$ cat src/rtl/taus_urng48.sv
// Dual taus88 uniform RNG stage: sequential seed loader, warm-up FSM and 1-entry output register.
// Optional: define URNG_ZERO_SKIP_EN to suppress samples whose u0 would be zero.
module taus_urng48 #(
  parameter int unsigned WARMUP = 16
) (
  input  logic        clk,
  input  logic        rst,
  input  logic        seed_we,
  input  logic [31:0] seed,
  output logic        seed_done,
  output logic        out_valid,
  input  logic        out_ready,
  output logic [47:0] u0,
  output logic [15:0] u1
);
  localparam int unsigned SW = 32;
  localparam int unsigned NW = 6;
  localparam int unsigned IW = 3;
  localparam int unsigned CW = 8;

  localparam logic [1:0] S_IDLE = 2'd0;
  localparam logic [1:0] S_LOAD = 2'd1;
  localparam logic [1:0] S_WARM = 2'd2;
  localparam logic [1:0] S_RUN  = 2'd3;

  function automatic logic [SW-1:0] taus_c1(input logic [SW-1:0] s);
    logic [SW-1:0] b;
    b = ((s << 13) ^ s) >> 19;
    return ((s & 32'hFFFF_FFFE) << 12) ^ b;
  endfunction

  function automatic logic [SW-1:0] taus_c2(input logic [SW-1:0] s);
    logic [SW-1:0] b;
    b = ((s << 2) ^ s) >> 25;
    return ((s & 32'hFFFF_FFF8) << 4) ^ b;
  endfunction

  function automatic logic [SW-1:0] taus_c3(input logic [SW-1:0] s);
    logic [SW-1:0] b;
    b = ((s << 3) ^ s) >> 11;
    return ((s & 32'hFFFF_FFF0) << 17) ^ b;
  endfunction

  // Minimum legal value per component keeps each LFSR out of its all-zero lock-up.
  function automatic logic [SW-1:0] seed_floor(input logic [IW-1:0] idx, input logic [SW-1:0] w);
    logic [SW-1:0] lo;
    case (idx)
      3'd0, 3'd3: lo = 32'd2;
      3'd1, 3'd4: lo = 32'd8;
      default:    lo = 32'd16;
    endcase
    return (w < lo) ? lo : w;
  endfunction

  logic [1:0]            state_q, state_d;
  logic [IW-1:0]         widx_q, widx_d;
  logic [CW-1:0]         wcnt_q, wcnt_d;
  logic [NW-1:0][SW-1:0] st_q, st_d, st_nxt;
  logic [SW-1:0]         ra, rb;
  logic                  out_valid_q, out_valid_d;
  logic                  seed_done_q, seed_done_d;
  logic [47:0]           u0_q, u0_d;
  logic [15:0]           u1_q, u1_d;

  // One generator step for both A (words 0..2) and B (words 3..5).
  always_comb begin
    st_nxt[0] = taus_c1(st_q[0]);
    st_nxt[1] = taus_c2(st_q[1]);
    st_nxt[2] = taus_c3(st_q[2]);
    st_nxt[3] = taus_c1(st_q[3]);
    st_nxt[4] = taus_c2(st_q[4]);
    st_nxt[5] = taus_c3(st_q[5]);
    ra = st_nxt[0] ^ st_nxt[1] ^ st_nxt[2];
    rb = st_nxt[3] ^ st_nxt[4] ^ st_nxt[5];
  end

  always_comb begin
    state_d     = state_q;
    widx_d      = widx_q;
    wcnt_d      = wcnt_q;
    st_d        = st_q;
    out_valid_d = out_valid_q;
    u0_d        = u0_q;
    u1_d        = u1_q;
    seed_done_d = 1'b0;

    if (seed_we && (state_q == S_WARM || state_q == S_RUN)) begin
      // Reseed: drop any pending sample and restart the load sequence with this word.
      st_d[0]     = seed_floor(3'd0, seed);
      widx_d      = 3'd1;
      wcnt_d      = '0;
      out_valid_d = 1'b0;
      state_d     = S_LOAD;
    end else begin
      case (state_q)
        S_IDLE: begin
          if (seed_we) begin
            st_d[0] = seed_floor(3'd0, seed);
            widx_d  = 3'd1;
            state_d = S_LOAD;
          end
        end
        S_LOAD: begin
          if (seed_we) begin
            for (int i = 0; i < NW; i++) begin
              if (widx_q == IW'(i)) st_d[i] = seed_floor(IW'(i), seed);
            end
            if (widx_q == IW'(NW - 1)) begin
              widx_d  = '0;
              wcnt_d  = '0;
              state_d = (WARMUP == 0) ? S_RUN : S_WARM;
            end else begin
              widx_d = widx_q + IW'(1);
            end
          end
        end
        S_WARM: begin
          st_d = st_nxt;
          if (wcnt_q == CW'(WARMUP - 1)) begin
            wcnt_d  = '0;
            state_d = S_RUN;
          end else begin
            wcnt_d = wcnt_q + CW'(1);
          end
        end
        default: begin
          seed_done_d = 1'b1;
          if (!out_valid_q || out_ready) begin
            st_d = st_nxt;
`ifdef URNG_ZERO_SKIP_EN
            if ({ra, rb[31:16]} == 48'h0) begin
              out_valid_d = 1'b0;
            end else begin
              out_valid_d = 1'b1;
              u0_d        = {ra, rb[31:16]};
              u1_d        = rb[15:0];
            end
`else
            out_valid_d = 1'b1;
            u0_d        = {ra, rb[31:16]};
            u1_d        = rb[15:0];
`endif
          end
        end
      endcase
    end
  end

  always_ff @(posedge clk) begin
    if (rst) begin
      state_q     <= S_IDLE;
      widx_q      <= '0;
      wcnt_q      <= '0;
      st_q        <= '0;
      out_valid_q <= 1'b0;
      seed_done_q <= 1'b0;
      u0_q        <= '0;
      u1_q        <= '0;
    end else begin
      state_q     <= state_d;
      widx_q      <= widx_d;
      wcnt_q      <= wcnt_d;
      st_q        <= st_d;
      out_valid_q <= out_valid_d;
      seed_done_q <= seed_done_d;
      u0_q        <= u0_d;
      u1_q        <= u1_d;
    end
  end

  assign seed_done = seed_done_q;
  assign out_valid = out_valid_q;
  assign u0        = u0_q;
  assign u1        = u1_q;

endmodule

$ cat config.mk
export PLATFORM = sky130hd
export DESIGN_NAME = taus_urng48
export DESIGN_NICKNAME = d
export VERILOG_FILES = /design/src/rtl/taus_urng48.sv
export SDC_FILE = /design/constraint.sdc
export NUM_CORES = 1
export LEC_CHECK = 0
export ABC_AREA = 1
export BUFFER_PORTS_ARGS = -buffer_cell sky130_fd_sc_hd__buf_2
export CORE_AREA = 2 2 177 179
export DETAILED_ROUTE_END_ITERATION = 8
export DIE_AREA = 0 0 179 181
export REMOVE_ABC_BUFFERS = 1
export SLEW_MARGIN = 0
export SYNTH_ARGS = -nofsm -noshare
export SYNTH_HDL_FRONTEND = slang
export SYNTH_SLANG_ARGS = --single-unit
export TNS_END_PERCENT = 50
$ cat constraint.sdc
create_clock -name clk -period 1.9 [get_ports clk]
set_clock_uncertainty 0.15 [all_clocks]
set_input_delay 0 -clock clk [delete_from_list [all_inputs] [get_ports clk]]
set_output_delay 0 -clock clk [all_outputs]
set_load 0.01 [all_outputs]
==> reports/qor.txt, run 1 <==
core area = 30350 µm²
largest family of logic cells by synthesized area = simple AND/OR/NAND/NOR gates
post-synthesis compound-gate area fraction = 12.93%
Tmin final = 1.978 ns
top area cells in the synthesized netlist = dfxtp_1 (38%), nand2_1 (11%), nor2_1 (8.5%)
Leak = 8.585 nW
area leader, netlist = dfxtp_1
Hold Vio Cnt, Final = 5
max_slew headroom = 43.90%
vias = 13550
Max Slew Vio Count = 0
DRC viols = 0
Yosys top cell area share = 37.62%
Die ar. = 32400 µm²
synthesized flop and latch total = 255
Fillers = 2757
Ports = 102
vias in the first global route = 12470
CP arrival = 2.27 ns
largest net degree at the start of global routing = 61
crit-path max FO = 7
most frequent cells in the layout = nand2_1 (369), nor2_1 (299), dfxtp_1 (253), inv_1 (189), a21oi_1 (143)
# setup viols final = 74
Area Growth Syn to Fin = 32.16%
unrepaired setup endpoints after global routing = true
GPL Wtd Cong = 0.8998
initial antenna violation count = 0
failing checks = hold timing, setup timing
wire per inst = 17.82 µm
Setup crit end kind = register
post-route cell area = 17930 µm²
worst-case clock buffer depth = 3
area share of fa/ha/maj cells after synthesis = 0.6454%
XOR/XNOR Fraction of Synth Area = 12.00%
most common cell after layout, fill and taps aside = nand2_1
gr ovfl total = 0
global-route wire length before repair = 69940 µm
H-tree levels = 1
Crit Path Class = reg2reg
die width = 179 µm
Min Hold Slack = -0.02066 ns
synthesis warning total = 0
nets = 2245
initial core utilization = 44.71%
Initial DRT Pass Iterations = 5
Port Buffers = 100
crit path from = state_q[1]
TritonCTS Buffers = 30
Synth cell types = 39
Setup WS post-layout = -0.07778 ns
Final HPWL DP = 31800 µm
multiplexer area fraction after synthesis = 0%
status = complete, but fails checks
Rows = 64
vias per cell = 5.178
maximum vdd ir drop = 1162 µV
placed cell count = 2498
PD cells = 1886 nW/µm²
CTS tree = yes
clock latency on the worst-skew pair = 0.56 ns
Peak Freq = 505.6 MHz
Seq/Total Area, Yosys = 37.62%
Syn Std Cell Area = 13570 µm²
Die Ht = 181 µm
Mapped Cells = 1972
Reg-to-Reg Start = state_q[1]
Total Wirelength = 46630 µm
Placed Area = 15350 µm²
startpoint types = register
worst hold path startpoint = seed_we
Hold WC Path Type = in2reg
number of diodes = 0
Max-Cap Viols = 0
DRT iter0 DRCs = 1253
Routed Antenna Nets = 0
# clock sinks = 255
Slew @ Worst Pin = 0.8415 ns
Syn Area/Cell = 6.882 µm²
Synth Area in Simple Gates = 27.53%
Critical Path RT = 2.19 ns
root buf cell = clkbuf_16
Clock transition at path regs = 0.06 ns
global-route usage over all layers = 27.66%
period utilisation layout = 104.1%
share of cells above drive strength 1 = 22.83%
Finished Layout Cells = 2617
==> final timing paths <==
check	to	slack, ns	depth (start not counted)
setup reg to reg	st_q[37]	-0.08	11
hold reg to reg	st_q[93]	0.33	2
setup / recovery	st_q[37]	-0.08	11
hold / removal	wcnt_q[1]	-0.02	7
==> cells in the mapped netlist, drive strengths merged <==
| master | number |
|---|---|
| o211ai | 5 |
| nor3 | 66 |
| dfxtp | 255 |
| nand3 | 60 |
| nand2 | 385 |
| or2 | 26 |
| nand4 | 14 |
| nor2 | 311 |
| nor3b | 1 |
| xnor2 | 99 |
| nor4 | 1 |
| ha | 7 |
| o21bai | 2 |
| a21oi | 200 |
| and2 | 2 |
| nand3b | 5 |
| xor2 | 87 |
| buf | 55 |
| clkbuf | 50 |
| a31oi | 1 |
| inv | 204 |
| o21ai | 135 |
| a211oi | 1 |
==> logic make-up (layout without fill, tap and decap cells) <==
kind of cell / count (synthesis) / count (layout)
buffers and inverters: 309 / 558
AOI/OAI and AO/OA: 344 / 344
and+or+nand+nor: 871 / 871
DFF: 255 / 255
xor gates and xnor gates: 186 / 186
adders and majority gates: 7 / 7
==> worst max-delay path: stages, from the launching register on <==
cell and delay [ns]:
dfxtp_4 0.40, inv_6 0.05, ha_4 0.20, nand2_4 0.09
nand2_4 0.08, nor2_4 0.11, buf_6 0.11, nand3_4 0.08
buf_12 0.18, clkbuf_16 0.18, nor3_4 0.15, nor2_1 0.07
==> per-layer routing <==
metal / vias up / share of wire, % / track usage [%] / wire, µm
met3: 83 / 8.2 / 4.251 / 3805
met1: 6249 / 44 / 38.85 / 20650
li1: 6669 / - / - / -
met4: 0 / 2.7 / 7.837 / 1281
met2: 549 / 45 / 43.78 / 20900
met5: - / 0 / 0 / 0
==> through the flow <==
step,power [mW],TNS [ns],util [%],setup slack [ns]
2_1_floorplan,18.05,-690.49,-,-4.157
3_3_place_gp,23.85,-15.07,50.59,-0.2356
3_5_place_dp,24.13,-24.37,50.59,-0.2426
4_1_cts,31.59,-0.3530,56.61,-0.03212
5_1_grt,35.86,-12.55,59.09,-0.1453
6_report,33.82,-1.975,59.09,-0.07778
==> cell type report <==
type | instances | area (µm²) | share of cell area [%]
timing repair buffer | 301 | 2685 | 14.97
sequential | 255 | 5110 | 28.49
timing repair inverter | 2 | 25.02 | 0.1395
multi-input combinational | 1408 | 7820 | 43.60
clock inverter | 4 | 45.04 | 0.2512
tap | 396 | 495.5 | 2.763
inverter | 204 | 798.3 | 4.451
clock buffer | 47 | 955.9 | 5.330
==> report_power, final <==
part           switching [mW]  internal (mW)  leakage, nW
combinational            11.0           8.36         6.00
sequential               1.77           6.85         2.09
clock                    2.31           3.54        0.499
total                    15.1           18.8         8.59
==> flip-flops by register name (all words and copies together), names as in the netlist <==
signal     flops
widx_q         3
st_q         176
out_valid      1
seed_done      1
u1            16
state_q        2
wcnt_q         8
u0            48
==> repair_timing <==
action	4_1_cts	5_1_grt
pin swaps	13	30
setup buffers	10	8
endpoints found under the setup margin	186	207
cloned	6	8
hold endpoints to repair	194	2
hold buffers	34	2
gates resized for setup	86	151
No activity file was read; power rests on OpenSTA's default activity.
==> run 2, diff against run 1 <==
--- a/config.mk
+++ b/config.mk
@@ -6,10 +6,10 @@
 export NUM_CORES = 1
 export LEC_CHECK = 0
 export ABC_AREA = 1
-export BUFFER_PORTS_ARGS = -buffer_cell sky130_fd_sc_hd__buf_2
 export CORE_AREA = 2 2 177 179
 export DETAILED_ROUTE_END_ITERATION = 8
 export DIE_AREA = 0 0 179 181
+export DONT_BUFFER_PORTS = 1
 export REMOVE_ABC_BUFFERS = 1
 export SLEW_MARGIN = 0
 export SYNTH_ARGS = -nofsm -noshare
==> run 2 against run 1 <==
Effect of this change: the flow finishes with violations (setup timing); via count down 1.6%; combinational power about the same; critical path depth down 1; largest power group unchanged; flip-flop and latch count unchanged; cell count down 3.9%; utilization down 1.0 points; register-to-register slack better by 0.02 ns; sequential power about the same; largest cell class unchanged; design area down 1.8%; worst hold slack better by 0.091 ns; clock-buffer cell count up 1; first-iteration DRC count up 4.8%.
==> reports/qor.txt, run 2 (synthesis gave the netlist of run 1 again) <==
Tmin final = 1.955 ns
Hold Vio Cnt, Final = 0
Setup WS post-layout = -0.05512 ns
R2R cell count = 10
Slew @ Worst Pin = 0.6068 ns
max FFs per register = 176
FF+latch area = 5110 µm²
TritonCTS Buffers = 30
Rows = 64
worst hold path startpoint = seed[4]
Reg-to-Reg Start = state_q[0]
clock latency on the worst-skew pair = 0.56 ns
vias in the first global route = 12320
worst-case clock buffer depth = 3
most frequent cells in the layout = nand2_1 (341), nor2_1 (295), dfxtp_1 (253), inv_1 (187), a21oi_1 (168)
hold path cells = 3
global-route wire length before repair = 69260 µm
Clock transition at path regs = 0.06 ns
Sequential Power Share = 25.3%
initial antenna violation count = 0
power share of the combinational group = 57.4%
vias per cell = 5.297
Hold WC Path Type = in2reg
Initial DRT Pass Iterations = 7
Total Wirelength = 47220 µm
Final HPWL DP = 31150 µm
Net Sw Frac = 44.87%
period utilisation layout = 102.9%
core area = 30350 µm²
Finished Layout Cells = 2516
root buf cell = clkbuf_16
DRT iter0 DRCs = 1313
die width = 179 µm
DRC viols = 0
Max-Cap Viols = 0
vias = 13330
Peak Freq = 511.5 MHz
number of diodes = 0
Fillers = 2735
Hold EP = st_q[4]
Die ar. = 32400 µm²
nets = 2142
CP arrival = 2.26 ns
Max Slew Vio Count = 0
Leak = 8.178 nW
Port Buffers = 0
clock power share = 17.3%
Routed Antenna Nets = 0
startpoint types = register
initial core utilization = 44.71%
# clock sinks = 255
GPL Wtd Cong = 0.9329
Crit Path Class = reg2reg
status = complete, but fails checks
# setup viols final = 53
Setup crit end kind = register
failing checks = setup timing
most common cell after layout, fill and taps aside = nand2_1
Internal = 18.79 mW
crit-path max FO = 7
multi-input logic area = 7985 µm²
largest net degree at the start of global routing = 102
Critical Path RT = 2.20 ns
max_slew headroom = 59.12%
gr ovfl total = 0
Die Ht = 181 µm
share of cells above drive strength 1 = 20.42%
global-route usage over all layers = 27.38%
PnR Total Power = 34.08 mW
R2R setup slack = -0.06 ns
H-tree levels = 1
maximum vdd ir drop = 979.3 µV
worst r2r dst = st_q[126]
Psw = 15.29 mW
wire per inst = 18.77 µm
placed cell count = 2396
Ports = 102
Biggest register = st_q
CTS tree = yes
PD cells = 1934 nW/µm²
unrepaired setup endpoints after global routing = true
Area Growth Syn to Fin = 29.83%
Setup TNS Final = -1.140 ns
[run 2: layout make-up]
type / instances / share of cell area, %
inverter: 204 / 4.574
multi-input combinational: 1409 / 45.32
clock inverter: 5 / 0.4261
sequential: 255 / 29.00
timing repair inverter: 1 / 0.04971
tap: 396 / 2.812
clock buffer: 48 / 5.220
timing repair buffer: 198 / 12.59
[run 2: layer usage]
| metal | share of wire (%) | global-route usage (%) |
|---|---|---|
| met2 | 44 | 41.95 |
| met5 | 0 | 0 |
| met4 | 3.5 | 9.106 |
| met3 | 8.5 | 4.714 |
| met1 | 44 | 38.77 |
[run 2: through the flow]
stage | instance area [µm²] | hold slack [ns] | util [%] | setup slack (ns)
global placement | 14830 | -0.05938 | 48.85 | -0.1402
CTS | 16640 | 0.04853 | 54.84 | -0.03601
detailed placement | 14830 | -0.06185 | 48.85 | -0.2034
global route | 17620 | 0.06720 | 58.05 | -0.1192
finish | 17620 | 0.07016 | 58.05 | -0.05512
floorplan | 13080 | -0.08093 | - | -4.157
[run 2: worst max-delay path by stage]
| stage | startpoint | to | slack [ns] | cells after the start |
|---|---|---|---|---|
| after global placement | state_q[0] | st_q[113] | -0.14 | 10 |
| after detailed placement | state_q[1] | st_q[181] | -0.20 | 9 |
| after CTS | state_q[1] | st_q[98] | -0.04 | 9 |
| after floorplan | state_q[1] | st_q[165] | -4.16 | 8 |
| after global routing | state_q[0] | st_q[126] | -0.12 | 10 |
| final | state_q[0] | st_q[126] | -0.06 | 10 |
[run 2: worst max-delay path, cell delays in order, from the launching register on]
cell	delay [ns]
dfxtp_2	0.36
inv_2	0.06
ha_4	0.18
o21ai_4	0.14
inv_2	0.08
nor2_8	0.14
nand3_4	0.17
buf_12	0.21
clkbuf_16	0.16
nor3_4	0.11
nor2_1	0.06
[run 2: timing repair]
item | 4_1_cts | 5_1_grt
hold buffers | 36 | 0
setup buffers | 9 | 8
endpoints found under the setup margin | 211 | 217
gates resized for setup | 80 | 211
pin swaps | 4 | 35
endpoints found under the hold margin | 255 | 0
cloned | 5 | 13
[run 2: power by group through the flow]
stage	clock network [mW]	registers, mW	logic [mW]
final	5.89	8.63	19.6
after global routing	6.15	8.74	21.2
after CTS	5.96	8.51	16.9
after detailed placement	0	8.56	15.4
after global placement	0	8.55	15.2
after floorplan	0	8.06	9.99
